`src/rtl/rf_master.sv`:
```
// Command-driven controller sequencing the read/write ports of an 8x8 register file.
// Optional address range checking is enabled by defining RF_MASTER_ADDR_CHECK_EN.
module rf_master #(
  parameter int unsigned NUM_REGS = 8,
  parameter int unsigned SEL_W    = 4,
  parameter int unsigned DATA_W   = 8
) (
  input  logic              clk,
  input  logic              reset,
  input  logic              cmd_valid,
  output logic              cmd_ready,
  input  logic [1:0]        cmd_op,
  input  logic [SEL_W-1:0]  cmd_addr,
  input  logic [SEL_W-1:0]  cmd_dst,
  input  logic [DATA_W-1:0] cmd_data,
  output logic              rsp_valid,
  input  logic              rsp_ready,
  output logic [DATA_W-1:0] rsp_data,
  output logic              busy,
  output logic              err,
  output logic [SEL_W-1:0]  rf_rd_sel,
  output logic [SEL_W-1:0]  rf_wr_sel,
  output logic              rf_wr_en,
  output logic [DATA_W-1:0] rf_data_in,
  input  logic [DATA_W-1:0] rf_data_out
);

  localparam logic [1:0] OP_READ  = 2'b00;
  localparam logic [1:0] OP_WRITE = 2'b01;
  localparam logic [1:0] OP_COPY  = 2'b10;
  localparam logic [1:0] OP_CLEAR = 2'b11;

  typedef enum logic [2:0] {
    S_IDLE,
    S_RD,
    S_RESP,
    S_WR,
    S_CLR
  } state_e;

  state_e              state_q, state_d;
  logic                cmd_ready_q, cmd_ready_d;
  logic                busy_q, busy_d;
  logic                rsp_valid_q, rsp_valid_d;
  logic [DATA_W-1:0]   rsp_data_q, rsp_data_d;
  logic                err_q, err_d;
  logic [SEL_W-1:0]    rf_rd_sel_q, rf_rd_sel_d;
  logic [SEL_W-1:0]    rf_wr_sel_q, rf_wr_sel_d;
  logic                rf_wr_en_q, rf_wr_en_d;
  logic [DATA_W-1:0]   rf_data_in_q, rf_data_in_d;
  logic                is_copy_q, is_copy_d;
  logic [SEL_W-1:0]    dst_q, dst_d;
  logic                bad_q, bad_d;
  logic [SEL_W-1:0]    cnt_q, cnt_d;
  logic                acc_bad_c;

  // Out-of-range address flag for the command being offered this cycle.
`ifdef RF_MASTER_ADDR_CHECK_EN
  assign acc_bad_c = (cmd_op != OP_CLEAR) &&
                     ((cmd_addr >= SEL_W'(NUM_REGS)) ||
                      ((cmd_op == OP_COPY) && (cmd_dst >= SEL_W'(NUM_REGS))));
`else
  assign acc_bad_c = 1'b0;
`endif

  always_ff @(posedge clk or posedge reset) begin
    if (reset) begin
      state_q      <= S_IDLE;
      cmd_ready_q  <= 1'b0;
      busy_q       <= 1'b0;
      rsp_valid_q  <= 1'b0;
      rsp_data_q   <= '0;
      err_q        <= 1'b0;
      rf_rd_sel_q  <= '0;
      rf_wr_sel_q  <= '0;
      rf_wr_en_q   <= 1'b0;
      rf_data_in_q <= '0;
      is_copy_q    <= 1'b0;
      dst_q        <= '0;
      bad_q        <= 1'b0;
      cnt_q        <= '0;
    end else begin
      state_q      <= state_d;
      cmd_ready_q  <= cmd_ready_d;
      busy_q       <= busy_d;
      rsp_valid_q  <= rsp_valid_d;
      rsp_data_q   <= rsp_data_d;
      err_q        <= err_d;
      rf_rd_sel_q  <= rf_rd_sel_d;
      rf_wr_sel_q  <= rf_wr_sel_d;
      rf_wr_en_q   <= rf_wr_en_d;
      rf_data_in_q <= rf_data_in_d;
      is_copy_q    <= is_copy_d;
      dst_q        <= dst_d;
      bad_q        <= bad_d;
      cnt_q        <= cnt_d;
    end
  end

  // Next-state logic; port values are computed for the state being entered.
  always_comb begin
    state_d      = state_q;
    rsp_data_d   = rsp_data_q;
    err_d        = err_q;
    rf_rd_sel_d  = rf_rd_sel_q;
    rf_wr_sel_d  = rf_wr_sel_q;
    rf_wr_en_d   = 1'b0;
    rf_data_in_d = rf_data_in_q;
    is_copy_d    = is_copy_q;
    dst_d        = dst_q;
    bad_d        = bad_q;
    cnt_d        = cnt_q;

    unique case (state_q)
      S_IDLE: begin
        if (cmd_valid && cmd_ready_q) begin
          bad_d     = acc_bad_c;
          err_d     = err_q | acc_bad_c;
          dst_d     = cmd_dst;
          is_copy_d = (cmd_op == OP_COPY);
          unique case (cmd_op)
            OP_READ, OP_COPY: begin
              state_d     = S_RD;
              rf_rd_sel_d = cmd_addr;
            end
            OP_WRITE: begin
              state_d      = S_WR;
              rf_wr_en_d   = ~acc_bad_c;
              rf_wr_sel_d  = cmd_addr;
              rf_data_in_d = cmd_data;
            end
            default: begin
              state_d      = S_CLR;
              cnt_d        = '0;
              rf_wr_en_d   = 1'b1;
              rf_wr_sel_d  = '0;
              rf_data_in_d = '0;
            end
          endcase
        end
      end
      S_RD: begin
        if (is_copy_q) begin
          state_d      = S_WR;
          rf_wr_en_d   = ~bad_q;
          rf_wr_sel_d  = dst_q;
          rf_data_in_d = rf_data_out;
        end else begin
          state_d    = S_RESP;
          rsp_data_d = bad_q ? '0 : rf_data_out;
        end
      end
      S_RESP: begin
        if (rsp_ready) begin
          state_d = S_IDLE;
        end
      end
      S_WR: begin
        state_d = S_IDLE;
      end
      S_CLR: begin
        // Counter stops at the last register; it never wraps.
        if (cnt_q == SEL_W'(NUM_REGS - 1)) begin
          state_d = S_IDLE;
        end else begin
          cnt_d        = SEL_W'(cnt_q + 1'b1);
          rf_wr_en_d   = 1'b1;
          rf_wr_sel_d  = SEL_W'(cnt_q + 1'b1);
          rf_data_in_d = '0;
        end
      end
      default: begin
        state_d = S_IDLE;
      end
    endcase

    cmd_ready_d = (state_d == S_IDLE);
    busy_d      = (state_d != S_IDLE);
    rsp_valid_d = (state_d == S_RESP);
  end

  assign cmd_ready  = cmd_ready_q;
  assign busy       = busy_q;
  assign rsp_valid  = rsp_valid_q;
  assign rsp_data   = rsp_data_q;
  assign err        = err_q;
  assign rf_rd_sel  = rf_rd_sel_q;
  assign rf_wr_sel  = rf_wr_sel_q;
  assign rf_wr_en   = rf_wr_en_q;
  assign rf_data_in = rf_data_in_q;

endmodule

```
`config.mk`:
```
export PLATFORM = sky130hd
export DESIGN_NAME = rf_master
export DESIGN_NICKNAME = d
export VERILOG_FILES = /design/src/rtl/rf_master.sv
export SDC_FILE = /design/constraint.sdc
export NUM_CORES = 1
export LEC_CHECK = 0
export ABC_AREA = 1
export BUFFER_PORTS_ARGS = -buffer_cell sky130_fd_sc_hd__buf_2
export CAP_MARGIN = 10
export CORE_ASPECT_RATIO = 1.75
export CORE_MARGIN = 1.5
export CORE_UTILIZATION = 53
export CTS_BUF_LIST = sky130_fd_sc_hd__clkbuf_4 sky130_fd_sc_hd__clkbuf_8
export DETAILED_ROUTE_END_ITERATION = 10
export GPL_ROUTABILITY_DRIVEN = 0
export PLACE_DENSITY_LB_ADDON = 0.15
export SLEW_MARGIN = 20
export SYNTH_ARGS = -nofsm -noshare
export SYNTH_HDL_FRONTEND = slang
export SYNTH_SLANG_ARGS = --single-unit
```
`constraint.sdc`:
```
create_clock -name clk -period 1.5 [get_ports clk]
set_clock_uncertainty 0.05 [all_clocks]
set_input_delay 0.15 -clock clk [delete_from_list [all_inputs] [get_ports clk]]
set_output_delay 0.15 -clock clk [all_outputs]
set_load 0.03 [all_outputs]
```
==> results of run 1 <==
## path summary, 6_finish.rpt
check | endpoint | cells past startpoint
worst max-delay path | rf_data_in[0] | 7
worst min-delay path | dst_q[2] | 3
worst max register to register | rf_data_in[0] | 7
worst min register to register | rf_rd_sel[0] | 2
max in group asynchronous | state_q[0] | 4
min in group asynchronous | rsp_data[2] | 4
## routing by layer
metal | share of wire | GRT usage | wire length (um) | vias up
met5 | 0 | 0 | 0 | -
met4 | 0.041 | 0.157 | 214 | 0
met3 | 0.046 | 0.0475 | 240 | 15
met2 | 0.55 | 0.459 | 2840 | 65
met1 | 0.36 | 0.272 | 1880 | 902
li1 | - | - | - | 951
## what timing repair did
item                                   in CTS  in global routing
buffers inserted                            0                  3
setup endpoints to repair                   0                 26
hold buffers                                1                  0
endpoints found under the hold margin      40                  0
gates resized for setup                     0                  9
## stage by stage
step	area [um^2]	instances	utilization	setup TNS, ns
finish	2580	371	0.704	0
global route	2580	371	0.704	-0.0146
detailed placement	2400	357	0.654	0
floorplan	2050	254	-	0
global placement	2400	357	0.654	0
CTS	2520	366	0.688	0
## cell usage after synthesis
master	instances	area (um^2)
nand3_2	1	10.0
nor2_8	1	20.0
o22ai_1	1	6.26
buf_12	1	20.0
a21oi_4	1	16.3
nand2_2	1	6.26
buf_6	2	22.5
clkbuf_1	1	3.75
o21ai_0	13	65.1
dfrtp_1	40	1000
nor2_2	3	18.8
buf_2	2	10.0
nand2_4	3	33.8
nor2_4	1	11.3
buf_4	4	30.0
nand3_1	21	105
o21ai_2	1	8.76
nand3_4	1	17.5
ha_1	1	12.5
inv_2	2	7.51
o21ai_1	1	5.00
inv_1	23	86.3
a21oi_1	2	10.0
inv_12	1	16.3
nand4_1	15	93.8
nand2_1	102	383
nor2_1	8	30.0
conb_1	1	3.75
## layout make-up
type,instances,share of cell area
clock inverters,3,0.0165
multi-input cells,180,0.347
flip-flops and latches,40,0.388
inverters,26,0.0427
well taps,46,0.0223
repair buffers,71,0.157
clock buffers,5,0.0267
## registers in the layout (all words and copies together) (netlist names)
name / cells
is_copy_q: 1
cmd_ready: 1
state_q: 3
rf_rd_sel: 4
rf_data_in: 8
cnt_q: 4
rsp_data: 8
rsp_valid: 1
dst_q: 4
rf_wr_en: 1
busy: 1
rf_wr_sel: 4
## logic make-up after synthesis
kind of cell             after synthesis  synth area share
AO/OA/AOI/OAI                         19            0.0542
adder cells (fa/ha/maj)                1           0.00609
buffers and inverters                 36            0.0956
flip-flops                            40             0.487
other                                  1           0.00183
AND/OR/NAND/NOR                      157             0.355
## critical path, cell delays in order, from the launching register on
cell,delay [ns]
dfrtp_2,0.45
nor2_4,0.15
nand2_4,0.09
nor2_8,0.21
nand2_8,0.12
nand3_2,0.16
nand2_1,0.07
nand2_1,0.07
## cell usage in the layout (no fill, tap or decap), drive strengths merged
cell / count
a21oi: 3
buf: 70
bufinv: 1
clkbuf: 5
clkinv: 1
clkinvlp: 1
conb: 1
dfrtp: 40
dlygate4sd3: 1
ha: 1
inv: 26
nand2: 107
nand3: 24
nand4: 15
nor2: 13
o21ai: 15
o22ai: 1
## report_power, final
part	switching, mW	total (mW)	internal, mW	leakage (nW)
combinational	1.81	2.66	0.843	0.918
sequential	0.219	1.73	1.51	0.515
clock	0.382	0.874	0.492	0.0541
==> flow_summary.rst, run 1 <==
.. list-table::
   :header-rows: 1

   * - Metric
     - Value
   * - Run status
     - finished, final reports clean
   * - Synthesized flop and latch total
     - 40
   * - Number of buffers added by the clock tree synthesis step
     - 5
   * - Slew at the pin with the worst max-slew slack
     - around 0.5 ns
   * - Filler Cell Count
     - 321
   * - Vias/cell
     - 5.21
   * - Sequential fraction of the synthesis area
     - 0.487
   * - Detailed Route Iter0 Violations
     - 67
   * - Post-detailed-routing wire length
     - between 5000 and 6000 um
   * - CP Data Required Time
     - around 1.7 ns
   * - Source of the worst register-to-register timing path
     - state_q[0]
   * - Fraction of final layout cells sized beyond drive strength 1
     - 0.311
   * - Number of failing hold endpoints at the final stage
     - 0
   * - Max cap viols
     - 0
   * - Wire length per cell
     - about 14 um
   * - Clock transition at the registers of the reported paths
     - about 0.080 ns
   * - Final min period
     - roughly 1.5 ns
   * - Worst-path fanout max
     - 14
   * - Die X-Extent
     - approximately 50 um
   * - Master cell of the clock root buffer
     - clkbuf_8
   * - Number of global-route vias before repair
     - ~1900
   * - Largest vdd supply drop
     - ~1600 uV
   * - Startpoint kind of the worst setup timing path
     - register
   * - Clock tree from TritonCTS
     - done
   * - Static Leakage
     - approximately 1.5 nW
   * - Initial core utilization
     - 0.561
   * - Iteration count of the initial detailed-routing pass
     - 4
   * - Clock H-tree levels
     - 2
   * - Signal arrival time at the worst endpoint
     - 1.64 ns
   * - Multi-input logic area
     - 895 um^2
   * - # diodes
     - 0
   * - Setup slack after layout
     - 0.0498 ns
   * - Cell count after synthesis
     - 254
   * - Crit share post-route
     - 0.967
   * - Final net count
     - roughly 360
   * - RSZ-0062 raised after global routing
     - true
   * - Port buffer count
     - 57
   * - Endpoint kind of the worst setup timing path
     - register
   * - Row count
     - 29
   * - Core box area
     - 0.00366 mm^2
   * - Yosys warns
     - 0
   * - Post-synthesis cell type count
     - 28
   * - Antenna violations before repair
     - 0
   * - Placement Setup Slack
     - 0.0227 ns
   * - Via count
     - about 1900
   * - Setup crit start
     - state_q[0]
   * - Synth-to-layout area growth
     - 25.6%
   * - Per-instance average area after synthesis
     - 8.09 um^2
   * - Total gr overflow
     - 0
   * - Total power
     - roughly 5.3 mW
   * - Post-Route Hold Slack
     - between 0.015 and 0.02 ns
   * - Detailed-placement wirelength estimate
     - 3830 um
   * - Crit Path Class
     - register to register
   * - Area enclosed by the die boundary
     - around 0.0043 mm^2
   * - Combined global-route utilization of all metal layers
     - 0.258
   * - Number of nets in the synthesized netlist
     - about 290
   * - Post-route DRC violation count
     - 0
   * - Maximum number of pins on one net before global-route repair
     - a little over 40
   * - Number of setup violations in the final report
     - 0
   * - Insertion delay to the later sink of the worst-skew pair
     - about 0.30 ns
   * - Number of buffers on the longest clock path
     - 2
   * - Achievable frequency
     - approximately 690 MHz
   * - Flop2flop setup slack
     - approximately 0.050 ns
   * - Die height
     - between 80 and 90 um
   * - Worst slew slack as a fraction of its limit
     - 0.666
   * - Boundary pin count
     - a little under 60
   * - Number of sinks driven by the clock tree
     - 40
   * - Total power divided by cell area
     - around 2000 mW/mm^2
   * - Global-route wire length before repair
     - 8270 um
   * - Startpoint of the worst hold path
     - cmd_dst[2]
   * - Number of nets with antenna violations after detailed routing
     - 0
   * - Netlist Area Pre-Place
     - around 0.002 mm^2
   * - Final Slew Violations
     - 0
   * - Total area of sequential cells
     - ~0.0010 mm^2
   * - Path category of the worst min-delay check
     - primary input to register
Note: power is estimated with default switching activity, not from simulation.
==> run 2: changes to the inputs <==
--- a/config.mk
+++ b/config.mk
@@ -10,12 +10,12 @@
 export CAP_MARGIN = 10
 export CORE_ASPECT_RATIO = 1.75
 export CORE_MARGIN = 1.5
-export CORE_UTILIZATION = 53
+export CORE_UTILIZATION = 45
 export CTS_BUF_LIST = sky130_fd_sc_hd__clkbuf_4 sky130_fd_sc_hd__clkbuf_8
 export DETAILED_ROUTE_END_ITERATION = 10
 export GPL_ROUTABILITY_DRIVEN = 0
 export PLACE_DENSITY_LB_ADDON = 0.15
-export SLEW_MARGIN = 20
+export SLEW_MARGIN = 40
 export SYNTH_ARGS = -nofsm -noshare
 export SYNTH_HDL_FRONTEND = slang
 export SYNTH_SLANG_ARGS = --single-unit
==> run 2 against run 1 <==
Register-to-register slack about the same; hold slack lost 0.0069 ns; final cell count increased by 2.4%; clock power increased by 3.0%; wire length up 8.0%; fmax shrank 0.78%; largest cell class unchanged.
==> flow_summary.rst, run 2 (synthesized netlist as in run 1, its figures left out) <==
.. list-table::
   :header-rows: 1

   * - Metric
     - Value
   * - Via count
     - 1970 (+1.9%)
   * - Worst-path fanout max
     - 7 (-7)
   * - Reg-to-Reg End
     - rf_data_in[5]
   * - Setup slack after layout
     - 0.0383 ns (-0.0114 ns)
   * - Number of buffers added by the clock tree synthesis step
     - 5 (unchanged)
   * - Final net count
     - 359 (+1.1%)
   * - Synth-to-layout area growth
     - 30.2%
   * - Most frequent cells in the layout
     - 94 x nand2_1, 57 x buf_2, 39 x dfrtp_1, 21 x inv_1, 20 x nand3_1
   * - Master cell of the clock root buffer
     - clkbuf_8
   * - Core box area
     - 0.00440 mm^2 (+20%)
   * - Placed standard-cell area
     - 0.00239 mm^2 (-0.37%)
   * - Number of buffers on the longest clock path
     - 2 (unchanged)
   * - Combined global-route utilization of all metal layers
     - 0.238 (-0.0202)
   * - Die X-Extent
     - 54.1 um (+8.0%)
   * - Static Leakage
     - 1.53 nW (+2.8%)
   * - Run status
     - finished, final reports clean
   * - RSZ-0062 raised after global routing
     - true
   * - Post-route DRC violation count
     - 0 (unchanged)
   * - Critical Path Slowest Stage Cell
     - dfrtp_2
   * - Iteration count of the initial detailed-routing pass
     - 4 (unchanged)
   * - Antenna violations before repair
     - 0 (unchanged)
   * - Global-route wire length before repair
     - 8590 um (+3.8%)
   * - Largest vdd supply drop
     - 1260 uV (-20%)
   * - Most frequent standard cell in the layout excluding fill and tap cells
     - nand2_1
   * - Boundary pin count
     - 59 (unchanged)
   * - Placement Setup Slack
     - -0.0411 ns (-0.0638 ns)
   * - Startpoint kind of the worst setup timing path
     - register
   * - Capturing instance or port of the critical path
     - rf_data_in[5]
   * - Delay contributed by the slowest stage of the critical path
     - 0.46 ns (about the same)
   * - Slew at the pin with the worst max-slew slack
     - 0.502 ns (-0.0000271 ns)
   * - Signal arrival time at the worst endpoint
     - 1.65 ns (about the same)
   * - Detailed Route Iter0 Violations
     - 46 (-31%)
   * - Vias/cell
     - 5.18 (-0.50%)
   * - Area enclosed by the die boundary
     - 0.00500 mm^2 (+17%)
   * - Final design instance area without fill
     - 0.00268 mm^2 (+3.6%)
   * - Non-filler cells in the finished layout
     - 380 (+2.4%)
   * - Die height
     - 92.4 um (+8.2%)
   * - Flop2flop setup slack
     - 0.04 ns (about the same)
   * - Clock transition at the registers of the reported paths
     - 0.08 ns (about the same)
   * - Fraction of final layout cells sized beyond drive strength 1
     - 0.347 (+0.0357)
   * - Port buffer count
     - 57 (unchanged)
   * - Worst slew slack as a fraction of its limit
     - 0.666 (about the same)
   * - Crit Path Class
     - register to register
   * - Number of sinks driven by the clock tree
     - 40 (unchanged)
   * - Final Slew Violations
     - 0 (unchanged)
   * - Setup crit start
     - state_q[0]
   * - Final min period
     - 1.46 ns (+0.0114 ns)
   * - Wire length per cell
     - 14.7 um (+5.5%)
   * - Insertion delay to the later sink of the worst-skew pair
     - 0.30 ns (about the same)
   * - Path category of the worst min-delay check
     - primary input to register
   * - # diodes
     - 0 (unchanged)
   * - CP Cell Sequence
     - nor2_4, nand2_4, nor2_8, nand2_8, nand3_4, nand2_1, nand2_1
   * - Total gr overflow
     - 0 (unchanged)
   * - Initial core utilization
     - 0.466 (-0.0941)
   * - Achievable frequency
     - 684 MHz (-0.78%)
   * - Total power divided by cell area
     - 2010 mW/mm^2 (-1.3%)
   * - Length in cells of the worst reg-to-reg path
     - 7 (unchanged)
   * - Number of nets with antenna violations after detailed routing
     - 0 (unchanged)
   * - Row count
     - 32 (+10%)
   * - Maximum number of pins on one net before global-route repair
     - 41 (unchanged)
   * - Source of the worst register-to-register timing path
     - state_q[0]
   * - Library cell appearing most often on the critical path
     - nand2_1
   * - Crit share post-route
     - 0.974 (+0.00762)
   * - Number of setup violations in the final report
     - 0 (unchanged)
   * - Max cap viols
     - 0 (unchanged)
   * - Clock H-tree levels
     - 2 (unchanged)
   * - CP Data Required Time
     - 1.69 ns (about the same)
   * - Detailed-placement wirelength estimate
     - 3920 um (+2.3%)
   * - Post-detailed-routing wire length
     - 5600 um (+8.0%)
   * - Number of global-route vias before repair
     - 1972 (+5.3%)
   * - Number of failing hold endpoints at the final stage
     - 0 (unchanged)
   * - Number of placed instances with taps included
     - 360 (+0.84%)
   * - Endpoint kind of the worst setup timing path
     - register
   * - Clock tree from TritonCTS
     - done
## run 2: cell types whose count changed in the layout (fill, tap and decap cells not counted), sizes merged
cell and delta:
buf +3, clkbuf +1, clkinvlp -1, nand2 +1
## run 2: power by group
group	switching [mW]	total [mW]	internal (mW)
sequential	0.224	1.73	1.51
combinational	1.87	2.75	0.878
clock	0.388	0.900	0.512
total	2.48	5.38	2.90
## run 2: critical path: cells and delay by family, from the launching register on
family | cells | cell delay [ns]
flip-flops | 1 | 0.46
AND/OR/NAND/NOR | 7 | 0.90
## run 2: per-stage QoR
| stage | power (mW) | setup TNS [ns] | util | hold WS [ns] |
|---|---|---|---|---|
| detailed placement | 4.25 | -0.202 | 0.543 | 0.249 |
| global route | 5.76 | -0.379 | 0.607 | 0.0304 |
| CTS | 5.19 | 0 | 0.578 | 0.0133 |
| finish | 5.38 | 0 | 0.607 | 0.0102 |
| floorplan | 3.58 | 0 | - | 0.217 |
| global placement | 4.21 | -0.0677 | 0.543 | 0.248 |
## run 2: worst min path at each step
stage	startpoint	to	slack [ns]	cells after the start
after global routing	cmd_dst[3]	dst_q[3]	0.03	3
after detailed placement	reset	rsp_data[3]	0.25	3
after floorplan	cmd_dst[2]	dst_q[2]	0.22	2
after global placement	reset	rsp_data[3]	0.25	3
final	cmd_dst[3]	dst_q[3]	0.01	3
after CTS	cmd_dst[3]	dst_q[3]	0.01	3
## run 2: area by class of cell
class / instances / area, um^2
fill: 447 / 1730
clock buffer: 6 / 76.3
timing repair buffer: 74 / 435
clock inverter: 2 / 35.0
tap: 51 / 63.8
multi-input combinational: 181 / 950
sequential: 40 / 1000
inverter: 26 / 113
## run 2: per-layer routing
layer / vias up / routed length, um / global-route usage
li1: 958 / - / -
met1: 934 / 2090 / 0.252
met2: 65 / 3090 / 0.439
met3: 13 / 271 / 0.0355
met4: 0 / 155 / 0.0979
met5: - / 0 / 0
## run 2: what timing repair did
action	in CTS	in global routing
hold endpoints to repair	40	0
pin swaps	2	7
hold buffers	1	0
gates resized for setup	0	23
setup buffers	3	5
cloned	1	2
endpoints found under the setup margin	12	26
